==> src/rtl/check_sched_pkg.sv <==
// check_sched_pkg
// Shared definitions for the check scheduler: FSM state encoding, parameter
// defaults and the WAIT-counter width helper.
//   ST_IDLE  : arbitrating between requesters
//   ST_ISSUE : pulsing start_o to the resource
//   ST_WAIT  : waiting for done_i or timeout
//   ST_RESP  : pulsing ack_o to the owner
package check_sched_pkg;

    localparam int NUM_REQ_DEFAULT = 4;
    localparam int TIMEOUT_DEFAULT = 255;

    typedef enum logic [1:0] {
        ST_IDLE,
        ST_ISSUE,
        ST_WAIT,
        ST_RESP
    } state_t;

    // Counter must be able to hold the value TIMEOUT itself (saturation point).
    function automatic int cnt_width(input int timeout);
        return $clog2(timeout + 1);
    endfunction

endpackage

==> src/rtl/check_sched_rr_arbiter.sv <==
// rr_arbiter
// Purely combinational round-robin selector. Scans the request vector starting
// at index ptr and wrapping around; the first asserted request wins.
// Ports:
//   req   [N-1:0]      request vector
//   ptr   [PTR_W-1:0]  index with highest priority this arbitration
//   grant [N-1:0]      one-hot winner, all-zero when req is all-zero
module rr_arbiter
    import check_sched_pkg::*;
#(
    parameter int N     = NUM_REQ_DEFAULT,
    parameter int PTR_W = $clog2(N)
) (
    input  logic [N-1:0]     req,
    input  logic [PTR_W-1:0] ptr,
    output logic [N-1:0]     grant
);

    logic             found;
    logic [PTR_W-1:0] idx;

    // NOTE: every variable written in a combinational block gets a default
    // first, otherwise paths that skip an assignment infer a latch.
    always_comb begin
        grant = '0;
        found = 1'b0;
        idx   = '0;
        for (int i = 0; i < N; i++) begin
            idx = PTR_W'((int'(ptr) + i) % N);
            if (!found && req[idx]) begin
                grant[idx] = 1'b1;
                found      = 1'b1;
            end
        end
    end

endmodule

==> src/rtl/check_sched.sv <==
// check_sched
// Schedules NUM_REQ requesters onto one shared check resource. A round-robin
// winner is granted, the resource is started, and the scheduler waits for
// done_i (-> ack to the owner) or TIMEOUT cycles (-> abort/timeout pulses).
// All outputs are registered.
// Ports:
//   clk, rst            clock, synchronous active-high reset
//   req_i     [N-1:0]   level requests
//   grant_o   [N-1:0]   one-hot current owner, zero when idle
//   start_o             one-cycle start pulse to the resource
//   busy_i              resource check flag
//   done_i              resource completion pulse
//   ack_o     [N-1:0]   one-cycle completion pulse to the owner
//   abort_o             one-cycle pulse clearing the resource flag on timeout
//   timeout_o           one-cycle timeout indication
//   err_o               sticky protocol error, cleared only by reset
module check_sched
    import check_sched_pkg::*;
#(
    parameter int NUM_REQ = NUM_REQ_DEFAULT,
    parameter int TIMEOUT = TIMEOUT_DEFAULT
) (
    input  logic               clk,
    input  logic               rst,
    input  logic [NUM_REQ-1:0] req_i,
    output logic [NUM_REQ-1:0] grant_o,
    output logic               start_o,
    input  logic               busy_i,
    input  logic               done_i,
    output logic [NUM_REQ-1:0] ack_o,
    output logic               abort_o,
    output logic               timeout_o,
    output logic               err_o
);

    localparam int PTR_W = $clog2(NUM_REQ);
    localparam int CNT_W = cnt_width(TIMEOUT);

    state_t             state_q, state_d;
    logic [PTR_W-1:0]   ptr_q, ptr_d;
    logic [PTR_W-1:0]   idx_q, idx_d;
    logic [CNT_W-1:0]   cnt_q, cnt_d;
    logic               low_q, low_d;
    logic [NUM_REQ-1:0] grant_d, ack_d;
    logic               start_d, abort_d, timeout_d, err_d;

    logic [NUM_REQ-1:0] arb_grant;
    logic [PTR_W-1:0]   arb_idx;
    logic [PTR_W-1:0]   next_ptr;

    rr_arbiter #(
        .N     (NUM_REQ),
        .PTR_W (PTR_W)
    ) u_arb (
        .req   (req_i),
        .ptr   (ptr_q),
        .grant (arb_grant)
    );

    // Binary index of the arbiter winner, kept so ptr can advance past it.
    always_comb begin
        arb_idx = '0;
        for (int i = 0; i < NUM_REQ; i++) begin
            if (arb_grant[i]) arb_idx = PTR_W'(i);
        end
    end

    assign next_ptr = (idx_q == PTR_W'(NUM_REQ - 1)) ? '0 : idx_q + 1'b1;

    always_comb begin
        state_d   = state_q;
        ptr_d     = ptr_q;
        idx_d     = idx_q;
        cnt_d     = cnt_q;
        low_d     = 1'b0;
        grant_d   = grant_o;
        ack_d     = '0;
        start_d   = 1'b0;
        abort_d   = 1'b0;
        timeout_d = 1'b0;
        err_d     = err_o;

        case (state_q)
            ST_IDLE: begin
                if (|req_i) begin
                    grant_d = arb_grant;
                    idx_d   = arb_idx;
                    state_d = ST_ISSUE;
                end
                // The resource flag is still set during the cycle abort_o is
                // high; it clears on the following edge, so that is not an error.
                if (done_i || (busy_i && !abort_o)) err_d = 1'b1;
            end

            ST_ISSUE: begin
                start_d = 1'b1;
                cnt_d   = '0;
                state_d = ST_WAIT;
                if (done_i) err_d = 1'b1;
            end

            ST_WAIT: begin
                if (cnt_q != CNT_W'(TIMEOUT)) cnt_d = cnt_q + 1'b1;
                // The flag rises one cycle after start_o, so the first WAIT
                // cycle is exempt; a single low cycle is tolerated.
                if (!done_i && !busy_i && cnt_q != '0) begin
                    low_d = 1'b1;
                    if (low_q) err_d = 1'b1;
                end
                if (done_i) begin
                    ptr_d   = next_ptr;
                    state_d = ST_RESP;
                end else if (cnt_q == CNT_W'(TIMEOUT - 1)) begin
                    ptr_d     = next_ptr;
                    grant_d   = '0;
                    abort_d   = 1'b1;
                    timeout_d = 1'b1;
                    state_d   = ST_IDLE;
                end
            end

            ST_RESP: begin
                ack_d   = grant_o;
                grant_d = '0;
                state_d = ST_IDLE;
                if (done_i) err_d = 1'b1;
            end

            default: state_d = ST_IDLE;
        endcase
    end

    // NOTE: state is updated with non-blocking assignments so every register
    // samples the pre-edge values; reset is synchronous, hence inside the
    // clocked branch rather than in the sensitivity list.
    always_ff @(posedge clk) begin
        if (rst) begin
            state_q   <= ST_IDLE;
            ptr_q     <= '0;
            idx_q     <= '0;
            cnt_q     <= '0;
            low_q     <= 1'b0;
            grant_o   <= '0;
            ack_o     <= '0;
            start_o   <= 1'b0;
            abort_o   <= 1'b0;
            timeout_o <= 1'b0;
            err_o     <= 1'b0;
        end else begin
            state_q   <= state_d;
            ptr_q     <= ptr_d;
            idx_q     <= idx_d;
            cnt_q     <= cnt_d;
            low_q     <= low_d;
            grant_o   <= grant_d;
            ack_o     <= ack_d;
            start_o   <= start_d;
            abort_o   <= abort_d;
            timeout_o <= timeout_d;
            err_o     <= err_d;
        end
    end

endmodule

==> config.mk <==
export PLATFORM = sky130hd
export DESIGN_NAME = check_sched
export DESIGN_NICKNAME = d
export VERILOG_FILES = /design/src/rtl/check_sched_pkg.sv /design/src/rtl/check_sched_rr_arbiter.sv /design/src/rtl/check_sched.sv
export SDC_FILE = /design/constraint.sdc
export NUM_CORES = 1
export LEC_CHECK = 0
export BUFFER_PORTS_ARGS = -buffer_cell sky130_fd_sc_hd__buf_2
export CORE_AREA = 8 8 74 89
export CTS_CLUSTER_SIZE = 25
export DETAILED_ROUTE_END_ITERATION = 6
export DIE_AREA = 0 0 82 97
export SYNTH_ARGS = -nofsm -noshare
export SYNTH_HDL_FRONTEND = slang
export SYNTH_SLANG_ARGS = --single-unit
export TNS_END_PERCENT = 20
==> constraint.sdc <==
create_clock -name clk -period 3.2 [get_ports clk]
set_input_delay 0.16 -clock clk [delete_from_list [all_inputs] [get_ports clk]]
set_output_delay 0.16 -clock clk [all_outputs]
set_load 0.01 [all_outputs]
==> qor.txt <==
STATUS
--------------------------------------------------------------------------------
Run status                                                          complete, no violations

TIMING
--------------------------------------------------------------------------------
Final WS setup                                                         0.5555 ns
Worst slew margin relative to its limit                                   59.54%
Setup-violating endpoint count in the final report                             0
Clk_skew                                                             0.007003 ns
Final total negative setup slack                                            0 ns
RSZ-0062 raised after global routing                                          no
Slew at the pin with the worst max-slew slack                          0.6022 ns
Final Hold Violating Endpoints                                                 0
Final worst path period need                                            2.644 ns
Final Max Tran Viols                                                           0
Upper clock frequency limit                                            378.1 MHz
Final clock period utilization by the worst path                          82.64%

GLOBAL ROUTING
--------------------------------------------------------------------------------
All-layer global routing usage                                            8.332%
Maximum number of pins on one net before global-route repair                  21
Number of global-route vias before repair                                   1201
Global-route wire length before repair                                   5492 um
Overflow left after global routing                                             0
Number of antenna violations at the first check in global routing              0

JOB
--------------------------------------------------------------------------------
Max-cap violations                                                             0

CLOCKING
--------------------------------------------------------------------------------
Clock Pin Slew Worst Setup and Hold Paths                                0.09 ns
Clock Latency Late Sink                                                  0.28 ns
Hold-fix buffers, CTS                                                          0
# H-tree levels                                                                1
Sink Count                                                                    26
Number of gates given a new drive strength after cts                           0
# Post-CTS Setup Buffers                                                       0
Root Buffer Master                                                      clkbuf_8
Total CTS buffers                                                              3
TritonCTS clock tree                                                         yes
Longest Clk Path Bufs                                                          2

PLACE
--------------------------------------------------------------------------------
Worst slack after detailed placement                                   0.5823 ns
Routability cong.                                                         0.8122
Port Buffer Count                                                             19
HPWL after detailed placement                                            2416 um

LAYOUT
--------------------------------------------------------------------------------
Most common cell after layout, fill and taps aside                       dfxtp_1
Share of layout cells above drive strength 1                              18.32%
Commonest cells after routing, fill and taps aside                  dfxtp_1 (26), nor2_1 (24), buf_2 (19)
Area added between synthesis and finish                                   13.79%
# diodes                                                                       0
Fin nets                                                                     210

YOSYS
--------------------------------------------------------------------------------
Average cell area after synthesis                                      8.599 um2
Number of instances in the synthesized netlist                               173
Number of flops mapped to enable cells by yosys                                0
Synth Register Bits                                                           26
Synthesized net count                                                        191
Primary flip-flop cell chosen by synthesis mapping                       dfxtp_1
Netlist area before placement                                           1488 um2
Sequential fraction of the synthesis area                                 34.99%
Count of warnings emitted by yosys                                             0
Synth cell types                                                              47
Fraction of registers with async set/reset                                    0%

DETAILED ROUTING
--------------------------------------------------------------------------------
Uppermost layer routed                                                      met4
Number of nets with antenna violations after detailed routing                  0
Wire length on met3                                                        64 um
Routed length per placed instance                                       12.48 um
Final Routed Wirelength                                                  3157 um
Initial DRC Count                                                             75
Via count of the routed design                                              1263
DRC violations left                                                            0
Metal-1 WL                                                               1425 um
Via density                                                                4.992
Total iterations of the first detailed-routing run                             4
Sum of met2 wire segment lengths after detailed routing                  1620 um

CRITICAL PATH
--------------------------------------------------------------------------------
Data arrival, critical path                                              2.84 ns
Critical path cell sequence                                         inv_1 > ha_1 > or3b_1 > a2111oi_0 > or2_2 > a221o_2 > nor2_1 > a211oi_2
Critical path buffers and inverters                                            1
Master of the slowest instance on the critical path                      dfxtp_1
Highest cell delay on the worst timing path                              0.54 ns
CP top delay family                                                 compound AO/OA/AOI/OAI gates
Critical setup path kind                                              reg -> reg
Peak fanout along the critical path                                           10
Category of the worst setup path launch point                               flop
Crit path capture type                                                      flop
Data required time at the worst endpoint                                 3.40 ns

DIE
--------------------------------------------------------------------------------
Chip width                                                                 82 um
CORE AREA                                                               5152 um2
# IOs                                                                         20
Die Outline Area                                                        7954 um2
Total number of placement rows                                                29
Initial Util                                                              28.87%
Vertical extent of the die                                                 97 um

POWER
--------------------------------------------------------------------------------
Areal power density over the cells                                  434.1 nW/um2
Leakage power of the design                                            0.6988 nW
Worst ir drop on vdd                                                   0.1360 mV

MIN PATH
--------------------------------------------------------------------------------
Worst min path class                                                   in -> reg

[flip-flops by register name (all words and copies together) (netlist names)]
name and count:
timeout_o 1, low_q 1, idx_q 2, state_q 2
err_o 1, ack_o 4, ptr_q 2, cnt_q 8
start_o 1, grant_o 4
[report_power, final]
| group | internal, mW | switching [mW] |
|---|---|---|
| Clock | 0.110 | 0.105 |
| Combinational | 0.0671 | 0.0841 |
| Sequential | 0.342 | 0.0261 |
[layout make-up]
type | instances | area [um2]
Clock buffer | 4 | 55.05
Fill cell | 575 | 3460
Inverter | 11 | 41.29
Multi-Input combinational cell | 131 | 903.4
Sequential cell | 26 | 520.5
Tap cell | 62 | 77.57
Timing Repair Buffer | 19 | 95.09
[path summary, 6_finish.rpt]
check	startpoint	slack, ns	end	depth (start not counted)
max reg2reg	ptr_q[0]	0.56	idx_q[0]	8
min reg2reg	low_q	0.48	err_o	2
min	done_i	0.12	low_q	2
max	ptr_q[0]	0.56	idx_q[0]	8
[Yosys cell counts, types with 2 or more instances]
| master | count | share of area (%) |
|---|---|---|
| nand3_1 | 4 | 1.3 |
| nor4_1 | 2 | 0.84 |
| and2_1 | 5 | 2.1 |
| a221o_2 | 2 | 1.5 |
| a211oi_2 | 2 | 1.7 |
| dfxtp_1 | 26 | 35 |
| a21oi_1 | 13 | 4.4 |
| nor2b_1 | 2 | 0.84 |
| nand2b_1 | 4 | 1.7 |
| a22oi_1 | 4 | 2.0 |
| inv_1 | 11 | 2.8 |
| nor2_1 | 24 | 6.1 |
| nor4b_1 | 2 | 1.2 |
| ha_1 | 10 | 8.4 |
| and3_1 | 4 | 1.7 |
| nand2_1 | 9 | 2.3 |
| nor3_1 | 4 | 1.3 |
| nand3b_1 | 3 | 1.5 |
| xor2_1 | 4 | 2.4 |
| clkbuf_1 | 4 | 1.0 |
| a2111oi_0 | 2 | 1.2 |
| or3b_1 | 3 | 1.8 |
| o21ai_0 | 4 | 1.3 |
| mux4_2 | 2 | 3.0 |
[kinds of logic after synthesis]
| logic type | after synthesis | share of synthesized area (%) |
|---|---|---|
| mux | 2 | 3.028 |
| xor+xnor | 5 | 2.944 |
| flops | 26 | 34.99 |
| fa+ha+maj | 10 | 8.410 |
| simple gates | 73 | 26.58 |
| compound gates | 41 | 19.77 |
| buf+inv | 16 | 4.289 |
[per-layer routing]
layer,track usage [%],up-vias
met5,0,-
met4,2.846,0
met3,1.389,5
met2,14.19,11
met1,10.02,598
li1,-,649
[worst register-to-register path, stage by stage (launching register included)]
cell and delay [ns]:
dfxtp_1 0.54, inv_1 0.20, ha_1 0.40, or3b_1 0.37, a2111oi_0 0.41, or2_2 0.22, a221o_2 0.18, nor2_1 0.05
a211oi_2 0.20
[through the flow]
| step | area, um2 | hold WS (ns) | power (mW) | util, % | instances |
|---|---|---|---|---|---|
| final | 1693 | 0.1192 | 0.7349 | 32.86 | 253 |
| after global routing | 1693 | 0.1226 | 0.7790 | 32.86 | 253 |
| after CTS | 1693 | 0.1145 | 0.7463 | 32.86 | 253 |
| after detailed placement | 1638 | 0.4151 | 0.5284 | 31.79 | 249 |
| after global placement | 1638 | 0.4134 | 0.5279 | 31.79 | 249 |
| after floorplan | 1488 | 0.2373 | 0.4849 | - | 173 |
Power figures use the tool's default switching activity.
